## config.mk

```make
export PLATFORM = sky130hd
export DESIGN_NAME = nv_nvdla_cacc_dlv_buffer_flat
export DESIGN_NICKNAME = d
export VERILOG_FILES = /design/src/rtl/nv_nvdla_cacc_dlv_buffer_if.sv /design/src/rtl/nv_nvdla_cacc_dlv_buffer.sv /design/src/flat_wrapper.sv
export SDC_FILE = /design/constraint.sdc
export NUM_CORES = 1
export LEC_CHECK = 0
export ABC_CLOCK_PERIOD_IN_PS = 19200
export BUFFER_PORTS_ARGS = -buffer_cell sky130_fd_sc_hd__buf_2
export CAP_MARGIN = 20
export CORE_ASPECT_RATIO = 0.8
export CORE_MARGIN = 5
export CORE_UTILIZATION = 44
export DETAILED_ROUTE_END_ITERATION = 10
export GPL_TIMING_DRIVEN = 1
export PLACE_DENSITY_LB_ADDON = 0.08
export REMOVE_ABC_BUFFERS = 1
export SYNTH_ARGS = -nofsm -noshare
export SYNTH_HDL_FRONTEND = slang
export SYNTH_SLANG_ARGS = --single-unit
```

## constraint.sdc

```tcl
create_clock -name nvdla_core_clk -period 19.2 [get_ports nvdla_core_clk]
set_clock_uncertainty 0.15 [all_clocks]
set_input_delay 1.92 -clock nvdla_core_clk [delete_from_list [all_inputs] [get_ports nvdla_core_clk]]
set_output_delay 1.92 -clock nvdla_core_clk [all_outputs]
set_load 0.02 [all_outputs]
```

## src/rtl/nv_nvdla_cacc_dlv_buffer_if.sv

```systemverilog
// Handshake bundle between CACC delivery logic, the delivery buffer and SDP.
// The buffer connects through the slave modport. The master modport is the surrounding environment.
interface nv_nvdla_cacc_dlv_buffer_if #(
  parameter int DW = 128
);
  logic          dlv_valid;
  logic          dlv_ready;
  logic [DW-1:0] dlv_data;
  logic          dlv_batch_end;
  logic          dlv_layer_end;
  logic          cacc2sdp_valid;
  logic          cacc2sdp_ready;
  logic [DW+1:0] cacc2sdp_pd;

  modport master (
    output dlv_valid, dlv_data, dlv_batch_end, dlv_layer_end, cacc2sdp_ready,
    input  dlv_ready, cacc2sdp_valid, cacc2sdp_pd
  );

  modport slave (
    input  dlv_valid, dlv_data, dlv_batch_end, dlv_layer_end, cacc2sdp_ready,
    output dlv_ready, cacc2sdp_valid, cacc2sdp_pd
  );
endinterface

```

## src/rtl/nv_nvdla_cacc_dlv_buffer.sv

```systemverilog
// CACC delivery buffer: DEPTH-entry FIFO feeding SDP, with pop credits and ping-pong layer-done interrupts.
// Optional stall counter is enabled by the NVDLA_CACC_DLV_PERF_EN macro.
module nv_nvdla_cacc_dlv_buffer #(
  parameter int DEPTH = 8,
  parameter int DW    = 128,
  parameter int CW    = 4
) (
  input  logic                nvdla_core_clk,
  input  logic                nvdla_core_rstn,
  nv_nvdla_cacc_dlv_buffer_if.slave bus,
  output logic                dlv_pop,
  output logic [1:0]          cacc2glb_done_intr_pd,
  output logic                dlv_layer_pending,
  output logic [CW-1:0]       fifo_lvl,
  input  logic                dlv_stall_clr,
  output logic [31:0]         dlv_stall_cnt
);

  localparam int             AW       = (DEPTH > 1) ? $clog2(DEPTH) : 1;
  localparam logic [CW-1:0]  FULL_LVL = CW'(DEPTH);
  localparam logic [AW-1:0]  LAST_IDX = AW'(DEPTH - 1);

  logic [DW+1:0] mem [DEPTH];
  logic [AW-1:0] wr_ptr;
  logic [AW-1:0] rd_ptr;
  logic [CW-1:0] layer_cnt;
  logic          intr_ptr;
  logic          push;
  logic          pop;
  logic          layer_in;
  logic          layer_out;
  logic [DW+1:0] head;

  function automatic logic [AW-1:0] next_ptr(input logic [AW-1:0] p);
    return (p == LAST_IDX) ? '0 : p + AW'(1);
  endfunction

  // Ready and valid decode only from the registered level, so SDP ready never loops back to dlv_ready.
  assign bus.dlv_ready      = (fifo_lvl != FULL_LVL);
  assign bus.cacc2sdp_valid = (fifo_lvl != '0);

  // Gating with valid keeps uninitialised storage off the output and gives pd=0 while empty or in reset.
  assign head            = bus.cacc2sdp_valid ? mem[rd_ptr] : '0;
  assign bus.cacc2sdp_pd = head;

  assign push      = bus.dlv_valid && bus.dlv_ready;
  assign pop       = bus.cacc2sdp_valid && bus.cacc2sdp_ready;
  assign layer_in  = push && bus.dlv_layer_end;
  assign layer_out = pop && head[DW+1];

  assign dlv_layer_pending = (layer_cnt != '0);

  // NOTE: storage has no reset; occupancy is tracked by fifo_lvl, so resetting wide data flops only costs area.
  always_ff @(posedge nvdla_core_clk) begin
    if (push) begin
      mem[wr_ptr] <= {bus.dlv_layer_end, bus.dlv_batch_end, bus.dlv_data};
    end
  end

  // NOTE: all sequential state uses non-blocking assignments so every register samples pre-edge values.
  always_ff @(posedge nvdla_core_clk or negedge nvdla_core_rstn) begin
    if (!nvdla_core_rstn) begin
      wr_ptr                <= '0;
      rd_ptr                <= '0;
      fifo_lvl              <= '0;
      layer_cnt             <= '0;
      intr_ptr              <= 1'b0;
      dlv_pop               <= 1'b0;
      cacc2glb_done_intr_pd <= 2'b00;
    end else begin
      if (push) wr_ptr <= next_ptr(wr_ptr);
      if (pop)  rd_ptr <= next_ptr(rd_ptr);

      case ({push, pop})
        2'b10:   fifo_lvl <= fifo_lvl + CW'(1);
        2'b01:   fifo_lvl <= fifo_lvl - CW'(1);
        default: fifo_lvl <= fifo_lvl;
      endcase

      case ({layer_in, layer_out})
        2'b10:   layer_cnt <= layer_cnt + CW'(1);
        2'b01:   layer_cnt <= layer_cnt - CW'(1);
        default: layer_cnt <= layer_cnt;
      endcase

      dlv_pop <= pop;

      if (layer_out) begin
        cacc2glb_done_intr_pd <= intr_ptr ? 2'b10 : 2'b01;
        intr_ptr              <= ~intr_ptr;
      end else begin
        cacc2glb_done_intr_pd <= 2'b00;
      end
    end
  end

`ifdef NVDLA_CACC_DLV_PERF_EN
  // Counts cycles where SDP holds off a valid entry; clear wins over increment, count saturates.
  always_ff @(posedge nvdla_core_clk or negedge nvdla_core_rstn) begin
    if (!nvdla_core_rstn) begin
      dlv_stall_cnt <= '0;
    end else if (dlv_stall_clr) begin
      dlv_stall_cnt <= '0;
    end else if (bus.cacc2sdp_valid && !bus.cacc2sdp_ready && (dlv_stall_cnt != '1)) begin
      dlv_stall_cnt <= dlv_stall_cnt + 32'd1;
    end
  end
`else
  logic unused_stall_clr;
  assign unused_stall_clr = dlv_stall_clr;
  assign dlv_stall_cnt    = '0;
`endif

endmodule

```

## src/flat_wrapper.sv

```systemverilog
// flat-port wrapper written by rule: the top's interface ports become plain ports
module nv_nvdla_cacc_dlv_buffer_flat 
#(
  parameter int DEPTH = 8,
  parameter int DW    = 128,
  parameter int CW    = 4
)
  (nvdla_core_clk, nvdla_core_rstn, dlv_pop, cacc2glb_done_intr_pd, dlv_layer_pending, fifo_lvl, dlv_stall_clr, dlv_stall_cnt, bus_dlv_valid, bus_dlv_data, bus_dlv_batch_end, bus_dlv_layer_end, bus_cacc2sdp_ready, bus_dlv_ready, bus_cacc2sdp_valid, bus_cacc2sdp_pd);
  nv_nvdla_cacc_dlv_buffer_if #(.DW(DW)) bus_i ();
  input  logic nvdla_core_clk;
  input  logic nvdla_core_rstn;
  output logic dlv_pop;
  output logic [1:0] cacc2glb_done_intr_pd;
  output logic dlv_layer_pending;
  output logic [CW-1:0] fifo_lvl;
  input  logic dlv_stall_clr;
  output logic [31:0] dlv_stall_cnt;
  input wire logic [$bits(bus_i.dlv_valid)-1:0] bus_dlv_valid;
  input wire logic [$bits(bus_i.dlv_data)-1:0] bus_dlv_data;
  input wire logic [$bits(bus_i.dlv_batch_end)-1:0] bus_dlv_batch_end;
  input wire logic [$bits(bus_i.dlv_layer_end)-1:0] bus_dlv_layer_end;
  input wire logic [$bits(bus_i.cacc2sdp_ready)-1:0] bus_cacc2sdp_ready;
  output wire logic [$bits(bus_i.dlv_ready)-1:0] bus_dlv_ready;
  output wire logic [$bits(bus_i.cacc2sdp_valid)-1:0] bus_cacc2sdp_valid;
  output wire logic [$bits(bus_i.cacc2sdp_pd)-1:0] bus_cacc2sdp_pd;
  assign bus_i.dlv_valid = bus_dlv_valid;
  assign bus_i.dlv_data = bus_dlv_data;
  assign bus_i.dlv_batch_end = bus_dlv_batch_end;
  assign bus_i.dlv_layer_end = bus_dlv_layer_end;
  assign bus_i.cacc2sdp_ready = bus_cacc2sdp_ready;
  assign bus_dlv_ready = bus_i.dlv_ready;
  assign bus_cacc2sdp_valid = bus_i.cacc2sdp_valid;
  assign bus_cacc2sdp_pd = bus_i.cacc2sdp_pd;
  nv_nvdla_cacc_dlv_buffer #(.DEPTH(DEPTH), .DW(DW), .CW(CW)) u_core (.nvdla_core_clk(nvdla_core_clk), .nvdla_core_rstn(nvdla_core_rstn), .bus(bus_i), .dlv_pop(dlv_pop), .cacc2glb_done_intr_pd(cacc2glb_done_intr_pd), .dlv_layer_pending(dlv_layer_pending), .fifo_lvl(fifo_lvl), .dlv_stall_clr(dlv_stall_clr), .dlv_stall_cnt(dlv_stall_cnt));
endmodule
```

==> results.yml <==
timing:
  drv_slew: 0
  final-hold-violation-count: 0
  grt_setup_unrepaired: "false"
  slew-limit-headroom: 0.133
  fin_crit_sh: 0.359
  finalSetupTns_ps: 0
  setup_viol: 0
  finalWorstSetupSlack_ps: 12310
  timing.hold.ws_ps: 329
  fmax_mhz: 145
  worstMarginPinSlew_ps: 1300
  fin_crit_ps: 6890
drt:
  drt_iter0_markers: 1215
  wl_per_cell_um: 25.9
  drc: 0
  vias: 18600
  first_pass_iters: 5
  ant_nets: 0
  wl_mm: 88.3
  viasPerCell: 5.45
die:
  rows: 99
  dieArea_sq_um: 98500
  io_pins: 307
  core_sq_um: 91400
  die_h_um: 282
  die_w_um: 350
  start_util: 0.444
layout:
  layout.nets: 2254
  n_fill_cell: 7322
  mostFrequentLayoutCell: "edfxtp_1"
  final_cell_mix: "edfxtp_1, buf_2, mux4_2, nor2_1, mux2i_1"
  drive_above_1_share: 0.339
  syn_to_final_growth_pct: 15.5
  design_area_sq_um: 46900
global_route:
  use_met3: 0.0378
  grt.met2_usage: 0.303
  busiest_layer: "met2"
  grt-ovfl-total: 0
  grt.total_usage: 0.180
  grt_use_met1: 0.247
  grt_pass1_vias: 19900
  grt_max_degree: 132
  antenna_found_initial: 21
  grt_pass1_wl_mm: 131
placed_design:
  placed_area_sq_um: 43300
  post-place-ws_ps: 12060
  gp_congestion: 0.695
  dp_hpwl_mm: 44.2
  port_buffers: 273
critical_path:
  end_kind: "output pin"
  crit_fanout: 46
  path_delay_family: "buffers and inverters"
  cp-start-kind: "register"
  critical_path_required_ps: 17130
  crit_top_cell: "buf_4"
  critPathKind: "reg -> out"
  cpPeakStageDelay_ps: 860
  cp.buffers_inverters: 5
  crit_slowest_cell: "buf_4"
  cp.arrival_ps: 4820
  crit_chain: "buf_4 > buf_4 > buf_4 > buf_16 > mux4_2 > mux2i_1 > nor2_1 > buf_2"
cts:
  cts_root_buf: "clkbuf_16"
  ctsResizeCount: 0
  tritoncts: "yes"
  hold_buffers: 0
  clk_pin_slew_worst_paths_ps: 60
  numClockSinks: 1058
  clk-insertion-delay-late_ps: 650
  htreeDepth: 3
  cts_buffer_depth: 3
  post-cts-setup-buffers: 0
  numCtsBuffers: 106
yosys:
  synth_top_area_share: 0.769
  synth_area_leaders: "edfxtp_1, mux4_2, mux2i_1"
  synth.distinct_cells: 31
  syn_area_per_cell_sq_um: 22.7
  synth_area_sq_um: 40600
  synth_edf_count: 1040
  ys_seq_area_frac: 0.781
  synth_top_area_cell: "edfxtp_1"
  synthCells: 1784
  ys.flop_type: "edfxtp_1"
  ys_async_sr_fraction: 0.0170
  ys_seq_elements: 1058
  yosysWarnings: 0
power:
  p_switching_mw: 2.43
  p_leak_nw: 15.7
  pwr-share-clk: 0.273
  power_density_nw_per_um2: 161
  pwr-share-comb: 0.323
  p_total_mw: 7.54
  power.internal_mw: 5.11
  p_sw_frac: 0.323
  pwr-share-seq: 0.405
  peakVddDrop_mv: 0.113
job:
  cap_violations: 0
min_path:
  worst_hold_path_type: "reg -> reg"
status:
  status: "finished clean"
==> Yosys cell counts (all sizes together) (3+ instances only) <==
master,count
mux4,258
clkbuf,34
dfrtp,18
buf,87
inv,10
nand2,8
nor2,140
mux2,6
o21ai,3
a21o,3
xnor2,5
ha,10
nand2b,4
edfxtp,1040
mux2i,135
nor3,7
==> area by class of cell <==
| cell class | count | area [sq um] | share of cell area |
|---|---|---|---|
| tap | 1212 | 1520 | 0.0324 |
| clock inverter | 73 | 707 | 0.0151 |
| timing repair buffer | 305 | 1750 | 0.0373 |
| clock buffer | 121 | 2770 | 0.0592 |
| multi-input combinational | 626 | 8380 | 0.179 |
| sequential | 1058 | 31700 | 0.676 |
| antenna | 9 | 22.5 | 0.000480 |
| inverter | 10 | 37.5 | 0.000801 |
==> per-stage QoR <==
| stage | util | cells |
|---|---|---|
| after floorplan | - | 1694 |
| after global placement | 0.474 | 3209 |
| after detailed placement | 0.474 | 3209 |
| after CTS | 0.512 | 3403 |
| after global routing | 0.513 | 3407 |
| final | 0.513 | 3414 |
==> per-layer routing <==
metal	wire (um)	up-vias
met5	82	-
met4	1600	14
met3	5010	130
met2	43800	393
met1	37800	10000
li1	-	8007
==> path summary, 6_finish.rpt <==
kind / slack [ps] / to / cells after the start / start
max: 12310 / bus_cacc2sdp_pd[72] / 8 / u_core.rd_ptr[0]
min: 330 / u_core.layer_cnt[3] / 1 / u_core.layer_cnt[3]
max reg2reg: 14890 / u_core.layer_cnt[3] / 11 / u_core.rd_ptr[2]
min reg2reg: 330 / u_core.layer_cnt[3] / 1 / u_core.layer_cnt[3]
max in group asynchronous: 17520 / u_core.rd_ptr[2] / 1 / nvdla_core_rstn
min in group asynchronous: 1050 / u_core.fifo_lvl[3] / 1 / nvdla_core_rstn
==> registers in the layout (all words and copies together) (netlist names) <==
name                          cells
u_core.cacc2glb_done_intr_pd      2
u_core.dlv_pop                    1
u_core.fifo_lvl                   4
u_core.intr_ptr                   1
u_core.layer_cnt                  4
u_core.mem                     1040
u_core.rd_ptr                     3
u_core.wr_ptr                     3
==> power by group through the flow <==
stage | registers, mW | clock network, mW | logic (mW)
after global placement | 3.08 | 0 | 2.49
after floorplan | 3.35 | 0 | 1.92
after CTS | 3.06 | 2.11 | 2.50
after detailed placement | 3.11 | 0 | 2.50
final | 3.05 | 2.06 | 2.43
after global routing | 3.08 | 2.22 | 2.64
==> cell families after synthesis <==
group                      after synthesis  share of synthesized area
buffers and inverters                  131                     0.0171
xor gates and xnor gates                 7                    0.00170
and+or+nand+nor                        167                     0.0166
AOI/OAI and AO/OA                        9                    0.00166
muxes                                  399                      0.178
adders and majority gates               12                    0.00407
other                                    1                  0.0000924
DFF                                   1058                      0.781
Power figures use the tool's default switching activity.
